## src/rtl/pipelined_adder_if.sv

```systemverilog
// rtl/pipelined_adder_if.sv - operand/result handshake bundle for pipelined_adder
interface pipelined_adder_if #(
    parameter int WIDTH = 16
);
    logic [WIDTH-1:0] a;
    logic [WIDTH-1:0] b;
    logic             ci;
    logic             sub;
    logic             in_valid;
    logic             in_ready;
    logic [WIDTH-1:0] s;
    logic             co;
    logic             ov;
    logic             out_valid;
    logic             out_ready;

    modport master (
        output a, b, ci, sub, in_valid, out_ready,
        input  in_ready, s, co, ov, out_valid
    );

    modport slave (
        input  a, b, ci, sub, in_valid, out_ready,
        output in_ready, s, co, ov, out_valid
    );
endinterface

```

## src/rtl/pipelined_adder.sv

```systemverilog
// rtl/pipelined_adder.sv - WIDTH-bit add/sub, one CW-bit chunk per stage, valid/ready on both sides
module pipelined_adder #(
    parameter int WIDTH  = 16,
    parameter int STAGES = 4
) (
    input  logic             clk,
    input  logic             rst_n,
    pipelined_adder_if.slave bus
);
    localparam int CW   = WIDTH / STAGES;
    localparam int LAST = STAGES - 1;

    logic adv;
    logic ov_q, ov_d;
    logic unused_last_ops;

    genvar k;
    generate
        for (k = 0; k < STAGES; k++) begin : g_stage
            logic             in_v, in_c;
            logic [WIDTH-1:0] in_a, in_b, in_s;
            logic [CW:0]      part;
            logic             v_q, v_d, c_q, c_d;
            logic [WIDTH-1:0] s_q, s_d, a_q, a_d, b_q, b_d;

            // Stage 0 folds subtract into operand inversion plus forced carry-in
            if (k == 0) begin : g_head
                assign in_v = bus.in_valid;
                assign in_c = bus.sub | bus.ci;
                assign in_a = bus.a;
                assign in_b = bus.sub ? ~bus.b : bus.b;
                assign in_s = '0;
            end else begin : g_body
                assign in_v = g_stage[k-1].v_q;
                assign in_c = g_stage[k-1].c_q;
                assign in_a = g_stage[k-1].a_q;
                assign in_b = g_stage[k-1].b_q;
                assign in_s = g_stage[k-1].s_q;
            end

            assign part = {1'b0, in_a[k*CW +: CW]} + {1'b0, in_b[k*CW +: CW]} + {{CW{1'b0}}, in_c};

            // Data only loads behind a valid op so s holds the last result across bubbles
            always_comb begin
                v_d = v_q;
                c_d = c_q;
                s_d = s_q;
                a_d = a_q;
                b_d = b_q;
                if (adv) begin
                    v_d = in_v;
                    if (in_v) begin
                        s_d             = in_s;
                        s_d[k*CW +: CW] = part[CW-1:0];
                        c_d             = part[CW];
                        a_d             = in_a;
                        b_d             = in_b;
                    end
                end
            end

            always_ff @(posedge clk or negedge rst_n) begin
                if (!rst_n) begin
                    v_q <= 1'b0;
                    c_q <= 1'b0;
                    s_q <= '0;
                    a_q <= '0;
                    b_q <= '0;
                end else begin
                    v_q <= v_d;
                    c_q <= c_d;
                    s_q <= s_d;
                    a_q <= a_d;
                    b_q <= b_d;
                end
            end
        end
    endgenerate

    // Carry into the MSB is a^b^s at that bit; overflow is it XOR the carry out
    always_comb begin
        ov_d = ov_q;
        if (adv && g_stage[LAST].in_v) begin
            ov_d = g_stage[LAST].in_a[WIDTH-1] ^ g_stage[LAST].in_b[WIDTH-1]
                 ^ g_stage[LAST].part[CW-1] ^ g_stage[LAST].part[CW];
        end
    end

    always_ff @(posedge clk or negedge rst_n) begin
        if (!rst_n) begin
            ov_q <= 1'b0;
        end else begin
            ov_q <= ov_d;
        end
    end

    assign adv           = !g_stage[LAST].v_q || bus.out_ready;
    assign bus.in_ready  = adv;
    assign bus.out_valid = g_stage[LAST].v_q;
    assign bus.s         = g_stage[LAST].s_q;
    assign bus.co        = g_stage[LAST].c_q;
    assign bus.ov        = ov_q;

    // Operand copies in the final stage have no consumer
    assign unused_last_ops = ^{g_stage[LAST].a_q, g_stage[LAST].b_q};
endmodule

```

## src/flat_wrapper.sv

```systemverilog
// flat-port wrapper written by rule: the top's interface ports become plain ports
module pipelined_adder_flat 
#(
    parameter int WIDTH  = 16,
    parameter int STAGES = 4
)
  (clk, rst_n, bus_a, bus_b, bus_ci, bus_sub, bus_in_valid, bus_out_ready, bus_in_ready, bus_s, bus_co, bus_ov, bus_out_valid);
  pipelined_adder_if #(.WIDTH(WIDTH)) bus_i ();
  input  logic clk;
  input  logic rst_n;
  input wire logic [$bits(bus_i.a)-1:0] bus_a;
  input wire logic [$bits(bus_i.b)-1:0] bus_b;
  input wire logic [$bits(bus_i.ci)-1:0] bus_ci;
  input wire logic [$bits(bus_i.sub)-1:0] bus_sub;
  input wire logic [$bits(bus_i.in_valid)-1:0] bus_in_valid;
  input wire logic [$bits(bus_i.out_ready)-1:0] bus_out_ready;
  output wire logic [$bits(bus_i.in_ready)-1:0] bus_in_ready;
  output wire logic [$bits(bus_i.s)-1:0] bus_s;
  output wire logic [$bits(bus_i.co)-1:0] bus_co;
  output wire logic [$bits(bus_i.ov)-1:0] bus_ov;
  output wire logic [$bits(bus_i.out_valid)-1:0] bus_out_valid;
  assign bus_i.a = bus_a;
  assign bus_i.b = bus_b;
  assign bus_i.ci = bus_ci;
  assign bus_i.sub = bus_sub;
  assign bus_i.in_valid = bus_in_valid;
  assign bus_i.out_ready = bus_out_ready;
  assign bus_in_ready = bus_i.in_ready;
  assign bus_s = bus_i.s;
  assign bus_co = bus_i.co;
  assign bus_ov = bus_i.ov;
  assign bus_out_valid = bus_i.out_valid;
  pipelined_adder #(.WIDTH(WIDTH), .STAGES(STAGES)) u_core (.clk(clk), .rst_n(rst_n), .bus(bus_i));
endmodule
```

## config.mk

```make
export PLATFORM = sky130hd
export DESIGN_NAME = pipelined_adder_flat
export DESIGN_NICKNAME = d
export VERILOG_FILES = /design/src/rtl/pipelined_adder_if.sv /design/src/rtl/pipelined_adder.sv /design/src/flat_wrapper.sv
export SDC_FILE = /design/constraint.sdc
export NUM_CORES = 1
export LEC_CHECK = 0
export BUFFER_PORTS_ARGS = -buffer_cell sky130_fd_sc_hd__buf_2
export CORE_ASPECT_RATIO = 2
export CORE_MARGIN = 1.5
export CORE_UTILIZATION = 52
export DETAILED_ROUTE_END_ITERATION = 8
export GPL_TIMING_DRIVEN = 0
export PLACE_DENSITY = 0.81
export SLEW_MARGIN = 30
export SYNTH_ARGS = -nofsm -noshare
export SYNTH_HDL_FRONTEND = slang
export SYNTH_SLANG_ARGS = --single-unit
```

## constraint.sdc

```tcl
create_clock -name clk -period 1.5 [get_ports clk]
set_input_delay 0.3 -clock clk [delete_from_list [all_inputs] [get_ports clk]]
set_output_delay 0.3 -clock clk [all_outputs]
set_load 0.03 [all_outputs]
```

Word-level counts from Yosys, hierarchy flattened. Cells that the tools add are included.

Bits in latches: 0. Output and inout bits: 20. Flip-flop bits (word level): 145. Memories: 0. Input port bits: 38. Memory bits (read-only): 0. Bits in writable memories: 0. Logic and storage cells: 40.

Add/sub/neg operators: 8. Reduce and logical (&&, ||, !) cells: 7. Equality and inequality tests: 0. Muxes and demuxes: 1. Shifts and indexed selects: 0. $mul: 0. Div/mod/pow operators: 0. Magnitude comparators: 0. Bitwise operators: 5.

Operators by type and width (count): 4-bit by 4-bit adder with 5-bit output (4); 5-bit by 1-bit adder with 5-bit output (4); 16-bit 2-to-1 mux (1); 16-bit NOT (1); 2-bit AND reduction (4); 1-bit bitwise XOR (3); 1-bit logical AND (1); 1-bit zero test (1); 1-bit logical OR (1); 1-bit bitwise OR (1).

Logic depth before layout (Yosys ltp).
Depth in word-level cells: 4. Depth in mapped cells: 9.

Least setup slack after synthesis. No wires, ideal clock.

Kind: input port to flip-flop. Start: input port bus_sub. End: register u_core.g_stage[0].s_q[1]. Stages: 7. Setup time: 0.083 ns. Path buffers: 2. Data required time: 1.417 ns. Setup slack: -0.495 ns. Arrival: 1.913 ns. Cells stage by stage: buf_4 buf_4 or2_2 fa_1 inv_1 fa_1 o21ai_0.

Longest elaborated chain between the ends: 3. Elaborated cells between the ends (all ways): 4. Classes of those cells: add/sub (2); mux (1); bitwise (1).

Ends and longest elaborated chain: start: declaration (line flat_wrapper.sv:14) `input wire logic [$bits(bus_i.sub)-1:0] bus_sub;`; 16-bit 2-to-1 mux (line pipelined_adder.sv:31) `assign in_b = bus.sub ? ~bus.b : bus.b;`; 4-bit by 4-bit adder with 5-bit output (line pipelined_adder.sv:41) `assign part = {1'b0, in_a[k*CW +: CW]} + {1'b0, in_b[k*CW +: CW]} + {{CW{1'b0}}, in_c};`; 5-bit by 1-bit adder with 5-bit output (*) (line pipelined_adder.sv:41); end signal: assignment (line pipelined_adder.sv:66) `s_q <= '0;`; end signal: assignment (line pipelined_adder.sv:72) `s_q <= s_d;`; end: declaration (line pipelined_adder.sv:24) `logic [WIDTH-1:0] s_q, s_d, a_q, a_d, b_q, b_d;`.

Every way passes the cells marked *; elsewhere a longest branch is shown, timed or not. A chain may end at the register's enable or synchronous reset.

Final worst setup path.
Start: register u_core.g_stage[2].b_q[12]. End: register u_core.ov_q, in the netlist u_core.bus.ov.

Longest elaborated chain between the ends: 4.

Ends and longest elaborated chain: start: declaration (line pipelined_adder.sv:24); start signal: assignment (line pipelined_adder.sv:68) `b_q <= '0;`; start signal: assignment (line pipelined_adder.sv:74) `b_q <= b_d;`; 4-bit by 4-bit adder with 5-bit output (*) (line pipelined_adder.sv:41); 5-bit by 1-bit adder with 5-bit output (*) (line pipelined_adder.sv:41); 1-bit bitwise XOR (line pipelined_adder.sv:85) `^ g_stage[LAST].part[CW-1] ^ g_stage[LAST].part[CW];`; 1-bit bitwise XOR (*) (line pipelined_adder.sv:85); end signal: assignment (line pipelined_adder.sv:93) `ov_q <= ov_d;`; end: declaration (line pipelined_adder.sv:14) `logic ov_q, ov_d;`.

Marks and branches as above.

==> key figures <==
Power and ir drop
  • Internal power: 0.00793 W
  • Switching pwr: between 0.004 and 0.005 W
  • Maximum VDD drop: a little under 0.9 mV
  • PwrDens: between 2000 and 2500 mW/mm2
  • Leak Pwr: about 2.7 nW
  • Seq pwr share: 0.377
  • Proportion of power drawn by combinational gates: 0.433
  • Switching Share: 0.340
  • Clock Power Share: 0.190

Placed design
  • GPL Wtd Cong: ~0.80
  • Detailed Place HPWL: 5.83 mm
  • Post-Place Cells: 482
  • IO buf count: 56

Floorplanning
  • Chip width: about 69 um
  • FP Rows: 47
  • Die Y: roughly 130 um
  • I/O pin count: slightly below 60
  • Core area: 0.00835 mm2
  • Starting density of the core: 0.540
  • Die ar.: approximately 0.009 mm2

Worst setup path
  • Crit path launch type: flop
  • Arr. time, crit path: 1.88 ns
  • Path type of the worst setup path: reg -> reg
  • FF-to-FF setup slack: -0.15 ns
  • Worst r2r dst: u_core.bus.ov
  • Source of the critical timing path: u_core.g_stage[2].b_q[12]
  • R2R depth: 7
  • Reg-to-reg critical path startpoint: u_core.g_stage[2].b_q[12]
  • CP Capture Point: u_core.bus.ov
  • Crit path capture type: flop
  • CP required: 1.73 ns
  • CP max FO: 2

Routing
  • Drt first pass iters: 4
  • Total Wirelength: between 7 and 8 mm
  • DR DRC count: 0
  • Number of DRC markers in iteration 0: 90
  • Routed wire length per instance: around 15 um
  • Vias: 2531
  • Vias per inst: between 5 and 6
  • Antenna violation net count after detailed routing: 0

Yosys
  • Post-synth EDFFs: 0
  • Synth Area per Inst: approximately 14 um2
  • Syn. warnings: 0
  • Share of the synthesized area in the top cell type: 0.538
  • Most frequent cell after synthesis: dfrtp_1
  • Post-synthesis sequential area ratio: 0.538
  • Post-synth ARST share: 1.00
  • FF+latch count, synth: 97
  • Distinct cells, synth: 29
  • Most common library cells after synthesis: dfrtp_1, mux2_4, o21ai_0
  • Syn Std Cell Area: roughly 0.0045 mm2
  • Mapped Cells: roughly 330
  • Top FF cell, synth: dfrtp_1
  • Most area-consuming cells after synthesis: dfrtp_1, mux2_4, mux2_2
  • Mapped Nets: just under 400
  • Leading area contributor after synthesis: dfrtp_1

Clock tree
  • CTS root buf: clkbuf_16
  • CTS H-tree lvls: 3
  • Clock buffer depth: 2
  • Clk slew on worst S/H paths: 0.06 ns
  • TritonCTS clock tree: done
  • Total clock sinks: slightly below 100
  • TritonCTS Buffers: 9
  • Clk_lat worst skew: 0.34 ns

STA
  • # setup viols final: 12
  • Setup TNS: -0.863 ns
  • Tcrit/Tclk final: 1.10
  • Fmax: around 600 MHz
  • Final hold viol count: 0
  • Slew @ Worst Pin: roughly 0.37 ns
  • Max Clock Skew: ~0.0046 ns
  • Crit path time final: about 1.7 ns
  • RSZ-0062 raised after global routing: true
  • Worst slew margin: 0.752
  • Fin. max-slew vios: 0
  • Final WS setup: -0.153 ns

Status
  • Status: complete, but fails checks
  • Failing checks: negative setup slack

Global routing
  • Largest net degree at the start of global routing: 59
  • Grt ovf: 0
  • First-pass GRT wire length: roughly 13 mm
  • Antenna violations before repair: 0
  • Vias in the first global route: 2758
  • Overall Global Routing Usage: 0.193

Final layout
  • Final #Nets: around 460
  • Share of cells above drive strength 1: 0.444
  • Non-filler instance count after layout: ~500
  • Synth-to-Final Area Change: 19.3%
  • Fill cell count: ~600
  • Ant diodes: 0

Job
  • Maxcap violations: 0

Hold path
  • Hold crit path type: in -> reg
==> worst min path at each step <==
stage | endpoint | slack (ns) | cells after the start | from
after floorplan | u_core.bus.co | 0.004 | 0 | rst_n
after global placement | u_core.bus.ov | 0.46 | 2 | u_core.bus.ov
after detailed placement | u_core.g_stage[0].a_q[6] | 0.23 | 1 | rst_n
after CTS | u_core.g_stage[0].a_q[14] | 0.18 | 2 | bus_a[14]
after global routing | u_core.g_stage[0].a_q[14] | 0.18 | 2 | bus_a[14]
final | u_core.g_stage[0].a_q[14] | 0.19 | 2 | bus_a[14]
==> routing by layer <==
layer	track usage	vias up	wire length, um
li1	-	1239	-
met1	0.213	1231	2840
met2	0.347	51	4410
met3	0.0325	10	218
met4	0.0839	0	140
met5	0	-	0
==> cell families (layout without fill, tap and decap cells) <==
family          after synthesis  in the layout  share of synthesized area
flops                        97             97                      0.538
mux                          64             64                      0.199
compound gates               46             46                     0.0550
simple gates                 42             42                     0.0458
buf+inv                      34            112                     0.0463
xor+xnor                     24             24                     0.0466
fa+ha+maj                    20             20                     0.0688
==> power groups by stage <==
stage	Sequential, W	Combinational (W)	Clock [W]
after floorplan	0.00482	0.00350	0
after global placement	0.00449	0.00469	0
after detailed placement	0.00458	0.00493	0
after CTS	0.00454	0.00514	0.00232
after global routing	0.00466	0.00575	0.00243
final	0.00453	0.00521	0.00228
==> repair_timing <==
item / in CTS / in global routing
hold endpoints to repair: 39 / 0
gates resized for setup: 13 / 9
setup endpoints to repair: 14 / 15
hold buffers: 1 / 0
buffers inserted: 3 / 3
pin swaps: 16 / 6
==> critical path, cell delays in order (launching register included) <==
cell and delay [ns]:
dfrtp_1 0.39, fa_2 0.23, inv_2 0.04, fa_2 0.34, nand2b_4 0.16, a21oi_4 0.16, xor2_1 0.16, o21ai_1 0.07
==> per-stage QoR <==
| stage | cell area, um2 | utilization | power [W] | hold slack [ns] | worst slack (ns) |
|---|---|---|---|---|---|
| 2_1_floorplan | 4570 | - | 0.00832 | 0.00441 | -0.304 |
| 3_3_place_gp | 4970 | 0.595 | 0.00918 | 0.458 | -0.662 |
| 3_5_place_dp | 5000 | 0.599 | 0.00952 | 0.231 | -0.415 |
| 4_1_cts | 5340 | 0.639 | 0.0120 | 0.182 | -0.151 |
| 5_1_grt | 5380 | 0.644 | 0.0128 | 0.181 | -0.280 |
| 6_report | 5380 | 0.644 | 0.0120 | 0.190 | -0.153 |
==> area by class of cell <==
cell class / count / area, um2 / share of cell area
sequential: 97 / 2430 / 0.451
multi-input combinational: 196 / 1940 / 0.361
timing repair buffer: 64 / 375 / 0.0698
clock buffer: 12 / 256 / 0.0477
buffer: 13 / 139 / 0.0258
tap: 98 / 123 / 0.0228
inverter: 20 / 75.1 / 0.0140
clock inverter: 3 / 40.0 / 0.00744
==> cell usage in the layout (no fill, tap or decap), types with 3 or more instances in the layout <==
cell type / instances
ha_1: 12
nor2_1: 5
inv_1: 15
buf_6: 9
a21o_1: 4
o21ai_0: 16
nand2_1: 27
fa_2: 8
buf_4: 5
a21oi_1: 3
clkbuf_16: 9
o21ai_1: 14
dfrtp_1: 97
mux2_2: 15
a21oi_2: 4
xnor2_1: 10
mux2_4: 47
inv_2: 5
buf_2: 57
xor2_1: 13
nand2_4: 3
==> state kept, by name (all words and copies together), names as in the netlist <==
name	cells
u_core.g_stage.a_q	24
u_core.g_stage.b_q	24
u_core.g_stage.s_q	24
u_core.bus.s	16
u_core.g_stage.c_q	3
u_core.g_stage.v_q	3
u_core.bus.co	1
u_core.bus.out_valid	1
u_core.bus.ov	1
(Power assumes the default switching activity.)
